## src/rtl/wb_port_arbiter.sv

```systemverilog
// wb_port_arbiter
//   Shares the single register-file write port between the ALU result path
//   and the memory-load path. One winner per cycle is picked with a
//   valid/ready handshake, and its destination and data are registered into
//   a single writeback stage.
//
//   Arbitration: loads have priority (MEM_PRI) until the ALU has lost
//   STARVE_LIMIT consecutive arbitrations. The FSM then moves to ALU_FORCE,
//   where the ALU wins until it is granted.
//
//   Optional feature: define WB_FWD_EN to add the fwd_ra / fwd_hit / fwd_data
//   forwarding port, which looks up the write that is in flight.
//
// Ports
//   clk, reset            rising-edge clock, async active-high reset
//   hold                  stall; no grants while high
//   alu_valid/rd/data     ALU writeback request; alu_ready accepts it
//   mem_valid/rd/data     load writeback request; mem_ready accepts it
//   rf_we/rf_wa/rf_wd     register-file write port (registered)
//   wd_select             registered source of the writeback (0 ALU, 1 MEM)
//   starve_cnt            current ALU starvation count
//   fwd_ra/hit/data       (WB_FWD_EN only) forwarding lookup
module wb_port_arbiter #(
  parameter int unsigned DATA_W       = 16,
  parameter int unsigned ADDR_W       = 3,
  parameter int unsigned STARVE_LIMIT = 3
) (
  input  logic              clk,
  input  logic              reset,
  input  logic              hold,
  input  logic              alu_valid,
  input  logic [ADDR_W-1:0] alu_rd,
  input  logic [DATA_W-1:0] alu_data,
  output logic              alu_ready,
  input  logic              mem_valid,
  input  logic [ADDR_W-1:0] mem_rd,
  input  logic [DATA_W-1:0] mem_data,
  output logic              mem_ready,
  output logic              rf_we,
  output logic [ADDR_W-1:0] rf_wa,
  output logic [DATA_W-1:0] rf_wd,
  output logic              wd_select,
`ifdef WB_FWD_EN
  input  logic [ADDR_W-1:0] fwd_ra,
  output logic              fwd_hit,
  output logic [DATA_W-1:0] fwd_data,
`endif
  output logic [2:0]        starve_cnt
);

  typedef enum logic {MEM_PRI, ALU_FORCE} state_t;

  localparam logic [2:0] LIMIT = 3'(STARVE_LIMIT);

  state_t     state;
  logic [2:0] cnt_next;

  // Ready is combinational so that a request can be granted in the cycle it
  // is presented. The two branches are mutually exclusive by construction.
  always_comb begin
    alu_ready = 1'b0;
    mem_ready = 1'b0;
    if (!reset && !hold) begin
      if (state == ALU_FORCE) begin
        alu_ready = alu_valid;
        mem_ready = mem_valid & ~alu_valid;
      end else begin
        mem_ready = mem_valid;
        alu_ready = alu_valid & ~mem_valid;
      end
    end
  end

  // Starvation count: frozen while stalled, and saturates at LIMIT.
  always_comb begin
    cnt_next = starve_cnt;
    if (!hold) begin
      if (alu_valid && !alu_ready)
        cnt_next = (starve_cnt >= LIMIT) ? LIMIT : starve_cnt + 3'd1;
      else
        cnt_next = '0;
    end
  end

  always_ff @(posedge clk or posedge reset) begin
    if (reset) begin
      state      <= MEM_PRI;
      starve_cnt <= '0;
      rf_we      <= 1'b0;
      rf_wa      <= '0;
      rf_wd      <= '0;
      wd_select  <= 1'b0;
    end else begin
      starve_cnt <= cnt_next;
      case (state)
        MEM_PRI:   if (cnt_next == LIMIT) state <= ALU_FORCE;
        ALU_FORCE: if (alu_ready || !alu_valid) state <= MEM_PRI;
        default:   state <= MEM_PRI;
      endcase

      // Register 0 is hardwired zero: the handshake still completes and the
      // source still updates, but no write is issued.
      rf_we <= 1'b0;
      if (alu_ready) begin
        rf_we     <= (alu_rd != '0);
        rf_wa     <= alu_rd;
        rf_wd     <= alu_data;
        wd_select <= 1'b0;
      end else if (mem_ready) begin
        rf_we     <= (mem_rd != '0);
        rf_wa     <= mem_rd;
        rf_wd     <= mem_data;
        wd_select <= 1'b1;
      end
    end
  end

`ifdef WB_FWD_EN
  assign fwd_hit  = rf_we & (rf_wa == fwd_ra) & (fwd_ra != '0);
  assign fwd_data = rf_wd;
`endif

endmodule

```

## config.mk

```make
export PLATFORM = sky130hd
export DESIGN_NAME = wb_port_arbiter
export DESIGN_NICKNAME = d
export VERILOG_FILES = /design/src/rtl/wb_port_arbiter.sv
export SDC_FILE = /design/constraint.sdc
export NUM_CORES = 1
export LEC_CHECK = 0
export ABC_AREA = 0
export ABC_CLOCK_PERIOD_IN_PS = 1900
export CAP_MARGIN = 10
export CELL_PAD_IN_SITES_DETAIL_PLACEMENT = 0
export CELL_PAD_IN_SITES_GLOBAL_PLACEMENT = 1
export CORE_UTILIZATION = 26
export DETAILED_ROUTE_END_ITERATION = 16
export GPL_ROUTABILITY_DRIVEN = 0
export PLACE_DENSITY = 0.91
export SLEW_MARGIN = 20
export SYNTH_ARGS = -nofsm -noshare
export SYNTH_HDL_FRONTEND = slang
export SYNTH_SLANG_ARGS = --single-unit
```

## constraint.sdc

```tcl
create_clock -name clk -period 1.9 [get_ports clk]
set_clock_uncertainty 0.2 [all_clocks]
set_input_delay 0.285 -clock clk [delete_from_list [all_inputs] [get_ports clk]]
set_output_delay 0.285 -clock clk [all_outputs]
set_load 0.005 [all_outputs]
```

Yosys cells after proc, flatten, opt, wreduce, memory -nomap -nowiden
Cells that the tools add are included.

Shifts and indexed selects: 0. $mul: 0. Reduce and logical (&&, ||, !) cells: 10. Magnitude comparators: 1. Bitwise operators: 5. Equality and inequality tests: 1. Multiplexer cells: 18. Add/sub/neg operators: 1. Divide/modulo/power cells: 0.

Operators by type and width (number): $mux 16 (2); $mux 3 (5); $mux 1 (10); $reduce_bool 3->1 (2); $logic_not 1->1 (4); $add 3x1->3 const B (1); $eq 3x2->1 const B (1); $ge 3x2->1 const B (1); $not 1->1 (3); $and 1x1->1 (2); $logic_and 1x1->1 (2); $pmux 1 s2 (1); $reduce_bool 2->1 (1); $logic_or 1x1->1 (1).

Bits of input ports: 43. Memories kept: 0. Bits in latches: 0. Output and inout bits: 26. Memory bits (read-only): 0. Bits in writable memories: 0. Word-level logic and storage cells: 42. Register bits after elaboration: 25.

Logic depth before layout (Yosys ltp)
Gate-level depths: netlist of run 1.

Depth after elaboration: 11. Mapped depth: 6. Mapped depth without buffers: 5.

Worst setup path before layout of run 1
OpenSTA, ideal clock, no wires.

Kind: register to register. From: register starve_cnt[0]. To: register state. Data required time: 1.580 ns. Arrival: 1.457 ns. Cell stages (with the launch flop): 6. Clock period less this slack: 1.777 ns. Path buffers: 0. Slack: 0.123 ns. Cell sequence: dfrtp_1 -> ha_1 -> or4b_4 -> o2111ai_2 -> o211ai_1 -> o211a_1.

Longest elaborated chain between the ends: 7.

Ends and longest elaborated chain: start: declaration (RTL line 48) `output logic [2:0] starve_cnt`; start signal: assignment (RTL line 94) `starve_cnt <= cnt_next;`; $add 3x1->3 / $ge 3x2->1 (equally long branches) (RTL line 79) `cnt_next = (starve_cnt >= LIMIT) ? LIMIT : starve_cnt + 3'd1;`; $mux 3 (RTL line 79); $mux 3 (RTL line 78) `if (alu_valid && !alu_ready)`; $mux 3 (*) (RTL line 77) `if (!hold) begin`; $eq 3x2->1 (*) (RTL line 96) `MEM_PRI: if (cnt_next == LIMIT) state <= ALU_FORCE;`; $mux 1 (*) (RTL line 96); $pmux 1 s2 (*) (RTL line 95) `case (state)`; end signal: assignment (RTL line 96); end signal: assignment (RTL line 97) `ALU_FORCE: if (alu_ready || !alu_valid) state <= MEM_PRI;`; end signal: assignment (RTL line 98) `default: state <= MEM_PRI;`; end: declaration (RTL line 55) `state_t state;`.

Mark *: on every way between the ends. The rest lies on a longest branch, timed or not. A chain may end at the register's enable or synchronous reset.

Worst setup path after layout of run 1
From: input port reset. To: output port mem_ready.

Longest elaborated chain between the ends: 3.

Ends and longest elaborated chain: start: declaration (RTL line 29) `input logic reset,`; $logic_not 1->1 (no source line); $logic_and 1x1->1 (RTL line 63) `if (!reset && !hold) begin`; $mux 1 (RTL line 63); end: declaration (RTL line 38) `output logic mem_ready,`.

Every way passes these cells.

==> reports/qor.txt, run 1 <==
first-pass GRT wire length - 5451 um
Post-Synth XOR/XNOR Area - 0%
CP max stage delay - 0.43 ns
Worst Setup Start Kind - primary input
Ys Warns - 0
clk sinks - 25
Yosys reg bits - 25
Sw Pwr - 389.8 uW
final hold violation count - 0
post-synthesis net count - 182
fin crit period - 1.794 ns
CTS tree - built
die area - 4841 um^2
Post-synth EDFFs - 0
worst path required time - 1.41 ns
placed cell areas - 1968 um^2
CTS Buf Count - 3
CTS root buffer - clkbuf_8
final core utilization - 45.95%
dpl hpwl - 2239 um
final wirelength - 3199 um
async set or reset register ratio after synthesis - 100.0%
cell-internal power - 1123 uW
# setup viols final - 0
First-pass DRT Iterations - 4
grt ovf - 0
Avg Inst Size Synth - 8.604 um^2
wire length per cell - 12.07 um
Power Dens Cells - 751.0 nW/um^2
Mapped Area - 1187 um^2
vias post-DR - 1,205
Chip Width - 69.58 um
Post-synth top cells - 42 x nand2_1, 25 x dfrtp_1, 19 x a31oi_1, 19 x nor2_1, 8 x buf_2
Final period util - 94.44%
post-synth top area cell - dfrtp_1
post-synth top area share - 52.69%
# IOs - 69
Max-Cap Viols - 0
RSZ-0062 raised after global routing - false
IO buf count - 68
Fmax - 0.5573 GHz
Fill cells - 422
worst-path cell chain - clkdlybuf4s50_1, nor2_2, nand3_1, inv_2, dlygate4sd2_1
Sw Share - 25.76%
Max Slew Vio Count - 0
Pleak - 0.0008957 uW
Synth Flop Type - dfrtp_1
CTS Hold Bufs - 0
sequential fraction of the synthesis area - 52.69%
mux cell area share after synthesis - 0%
Arr. time, crit path - 1.31 ns
GRT Overall Usage - 14.10%
Combinational Power Share - 34.0%
cell with the most instances after synthesis - nand2_1
Initial Util - 27.08%
Die Ht - 69.58 um
maximum vdd drop - 0.0003446 V
Crit Path Max Fanout - 2
Slew @ Worst Pin - 0.3820 ns
Core Footprint - 4384 um^2
vias in the first global route - 1,180
complex-gate fraction of the synthesized area - 16.12%
nets - 258
H-tree depth - 1
clock power share - 20.6%
DRC - 0
synth unique cells - 23
master of the slowest instance on the critical path - clkdlybuf4s50_1
Worst-path clk slew - 0.08 ns
sequential power share - 45.4%
DRT iter0 DRCs - 48
# rows - 24
worst-skew pair later-pin latency - 0.26 ns
initial antenna violation count - 0
share of cells above drive strength 1 - 9.859%
Synth Area in Simple Gates - 25.18%
CP endpoint kind - output port
Slew headroom - 74.53%
Adder-Cell Fraction of Synth Area - 1.054%
clk buf depth - 2
kind of critical path - in -> out
pin count of the biggest net entering global routing - 41
post-route antenna net violation count - 0
ant diodes - 0
largest family of logic cells by synthesized area - simple AND/OR/NAND/NOR gates
cell count after synthesis - 138
vias per cell - 4.547
status - complete, no violations
final instance area - 2014 um^2
Area Overhead vs Synth - 69.65%
type of the worst min-delay path - reg -> reg
Synth area leaders - dfrtp_1 53%, nand2_1 13%, a31oi_1 10%
-- path summary, 6_finish.rpt --
| check | startpoint | cells past startpoint | slack (ns) | to |
|---|---|---|---|---|
| worst max register to register | starve_cnt[0] | 5 | 0.11 | state |
| min in group asynchronous | reset | 4 | 0.36 | starve_cnt[1] |
| worst min-delay path | wd_select | 1 | 0.31 | wd_select |
| max in group asynchronous | reset | 4 | 0.89 | rf_we |
| worst max-delay path | reset | 5 | 0.11 | mem_ready |
| worst min register to register | wd_select | 1 | 0.31 | wd_select |
-- layout by cell type (no fill, tap or decap), types with 2 or more instances in the layout --
cell | Yosys | final
o211ai_1 | 2 | 2
nor2_1 | 19 | 19
clkbuf_8 | 0 | 3
dfrtp_1 | 25 | 25
o21ai_0 | 2 | 2
a31oi_1 | 19 | 19
inv_1 | 4 | 4
clkdlybuf4s50_1 | 0 | 66
nand2_1 | 42 | 42
nor3_1 | 3 | 3
buf_4 | 0 | 11
-- logic make-up (layout without fill, tap and decap cells) --
family,Yosys count,after routing
and+or+nand+nor,71,71
DFF,25,25
buffers and inverters,13,88
AOI/OAI and AO/OA,28,28
adders and majority gates,1,1
-- worst max-delay path, delay by kind of cell --
family / cells / cell delay, ns
buffers and inverters: 3 / 0.75
and+or+nand+nor: 2 / 0.27
-- registers in the layout (all words and copies together), names as in the netlist --
register,cells
state,1
rf_wd,16
starve_cnt,3
rf_we,1
rf_wa,3
wd_select,1
-- repair_timing --
action / CTS / global route
resized for setup: 2 / 2
gates cloned: 0 / 0
endpoints found under the setup margin: 2 / 1
pin swaps: 1 / 1
buffers inserted: 1 / 0
-- layer usage --
layer,GRT usage (%),routed length (um),up-vias
li1,-,-,616
met1,17.12,1405,536
met2,24.16,1532,47
met3,2.762,218,6
met4,6.122,42,0
met5,0,0,-
-- layout make-up --
class,instances,area [um^2],share of cell area [%]
sequential,25,625.6,31.06
tap,52,65.06,3.230
clock buffer,4,45.04,2.236
timing repair buffer,79,757.0,37.58
inverter,5,18.77,0.9317
multi-input combinational,100,503.0,24.97
-- metrics by stage --
| step | instances | TNS, ns | hold slack [ns] | power (uW) | setup WS, ns |
|---|---|---|---|---|---|
| after floorplan | 138 | 0 | 0.1123 | 863.9 | 0.1231 |
| after CTS | 265 | 0 | 0.3132 | 1545 | 0.01280 |
| after detailed placement | 260 | -1.687 | 0.2874 | 1219 | -0.2225 |
| after global placement | 260 | -1.542 | 0.2855 | 1209 | -0.2396 |
| after global routing | 265 | 0 | 0.3508 | 1621 | 0.02156 |
| final | 265 | 0 | 0.3076 | 1513 | 0.1056 |
-- power by group through the flow --
stage | Clock, uW | Combinational, uW | Sequential [uW]
5_1_grt | 355 | 564 | 702
3_3_place_gp | 0 | 515 | 695
4_1_cts | 334 | 523 | 688
6_report | 312 | 514 | 687
2_1_floorplan | 0 | 155 | 709
3_5_place_dp | 0 | 522 | 697
Power figures use the tool's default switching activity.
==> run 2: changes to the inputs <==
--- a/config.mk
+++ b/config.mk
@@ -13,6 +13,7 @@
 export CORE_UTILIZATION = 26
 export DETAILED_ROUTE_END_ITERATION = 16
 export GPL_ROUTABILITY_DRIVEN = 0
+export MAX_ROUTING_LAYER = met4
 export PLACE_DENSITY = 0.91
 export SLEW_MARGIN = 20
 export SYNTH_ARGS = -nofsm -noshare
==> reports/qor.txt, run 2 (synthesized netlist as in run 1, its figures left out) <==
# rows - 24
Slew @ Worst Pin - 0.3821 ns
Top reg by flops - rf_wd
final instance area - 2014 um^2
final hold slack - 0.3074 ns
# IOs - 69
Sw Pwr - 389.5 uW
final wirelength - 3197 um
first-pass GRT wire length - 5457 um
worst path required time - 1.41 ns
worst-path cell chain - clkdlybuf4s50_1, nor2_2, nand3_1, inv_2, dlygate4sd2_1
type of the worst min-delay path - reg -> reg
pin count of the biggest net entering global routing - 41
maximum vdd drop - 0.0003446 V
Pleak - 0.0008957 uW
status - complete, no violations
biggest regs - rf_wd (16), rf_wa (3), starve_cnt (3)
TNS Setup - 0 ns
CTS Buf Count - 3
Fmax - 0.5573 GHz
nets - 258
CTS root buffer - clkbuf_8
initial antenna violation count - 0
commonest cells after routing, fill and taps aside - 66 x clkdlybuf4s50_1, 42 x nand2_1, 25 x dfrtp_1, 19 x nor2_1, 19 x a31oi_1
clk buf depth - 2
Area Overhead vs Synth - 69.65%
Die Ht - 69.58 um
cell-internal power - 1123 uW
First-pass DRT Iterations - 4
worst-skew pair later-pin latency - 0.26 ns
vias in the first global route - 1,179
Chip Width - 69.58 um
grt ovf - 0
most common cell after layout, fill and taps aside - clkdlybuf4s50_1
Crit Path Max Fanout - 2
DRT iter0 DRCs - 46
ant diodes - 0
GRT Overall Usage - 14.50%
post-route antenna net violation count - 0
wire length per cell - 12.06 um
Max Slew Vio Count - 0
share of cells above drive strength 1 - 9.859%
clk sinks - 25
CTS Hold Bufs - 0
Final period util - 94.44%
Max-Cap Viols - 0
Slew headroom - 74.52%
sequential power share - 45.4%
max reg flops - 16
final hold violation count - 0
fin crit period - 1.794 ns
die area - 4841 um^2
Arr. time, crit path - 1.31 ns
placed cell areas - 1968 um^2
CP max stage delay - 0.43 ns
# setup viols final - 0
Sw Share - 25.75%
master of the slowest instance on the critical path - clkdlybuf4s50_1
CP endpoint kind - output port
Combinational Power Share - 34.0%
Worst-path clk slew - 0.08 ns
H-tree depth - 1
Fill cells - 422
Power Dens Cells - 750.9 nW/um^2
vias post-DR - 1,205
vias per cell - 4.547
dpl hpwl - 2239 um
kind of critical path - in -> out
clock power share - 20.6%
CP bufs+invs - 3
CTS tree - built
Worst Setup Start Kind - primary input
Core Footprint - 4384 um^2
IO buf count - 68
Initial Util - 27.08%
Worst path top cell family by delay - buffers and inverters
RSZ-0062 raised after global routing - false
DRC - 0
==> run 2: cell counts in the layout (fill, tap and decap cells not counted) <==
No cell type changed its count.
==> run 2: final timing paths <==
check	startpoint	end	slack, ns	cells after the start
setup / recovery	reset	mem_ready	0.11	5
hold / removal	wd_select	wd_select	0.31	1
setup reg to reg	starve_cnt[0]	state	0.11	5
hold reg to reg	wd_select	wd_select	0.31	1
max in group asynchronous	reset	rf_we	0.89	4
min in group asynchronous	reset	starve_cnt[1]	0.36	4
==> run 2: area by class of cell <==
class,count,area [um^2],share of cell area [%]
Tap cell,52,65.06,3.230
Sequential cell,25,625.6,31.06
Timing Repair Buffer,79,757.0,37.58
Clock buffer,4,45.04,2.236
Inverter,5,18.77,0.9317
Multi-Input combinational cell,100,503.0,24.97
==> run 2: repair_timing <==
item / in CTS / in global routing
pin swaps: 1 / 1
buffers inserted: 1 / 0
gates resized for setup: 2 / 2
setup endpoints to repair: 2 / 1
==> run 2: routing by layer <==
layer	GRT usage (%)	routed length (um)
met5	-	0
met4	6.122	42
met3	2.616	212
met2	24.16	1530
met1	17.21	1411
==> run 2: power by group through the flow <==
| stage | clock [uW] | combinational, uW | sequential (uW) |
|---|---|---|---|
| 3_3_place_gp | 0 | 515 | 695 |
| 2_1_floorplan | 0 | 155 | 709 |
| 3_5_place_dp | 0 | 522 | 697 |
| 5_1_grt | 355 | 564 | 702 |
| 6_report | 312 | 514 | 687 |
| 4_1_cts | 334 | 523 | 688 |
==> run 2: worst register-to-register path: stages, from the launching register on <==
cell and delay [ns]:
dfrtp_1 0.39, ha_1 0.21, or4b_4 0.53, o2111ai_2 0.11, o211ai_1 0.12, o211a_1 0.12
==> run 2: stage by stage <==
stage	setup slack (ns)	instances	utilization [%]	power [uW]
4_1_cts	0.01280	265	46.03	1545
6_report	0.1056	265	45.95	1513
3_5_place_dp	-0.2225	260	44.89	1219
2_1_floorplan	0.1231	138	-	863.9
5_1_grt	0.02156	265	45.95	1621
3_3_place_gp	-0.2396	260	44.89	1209
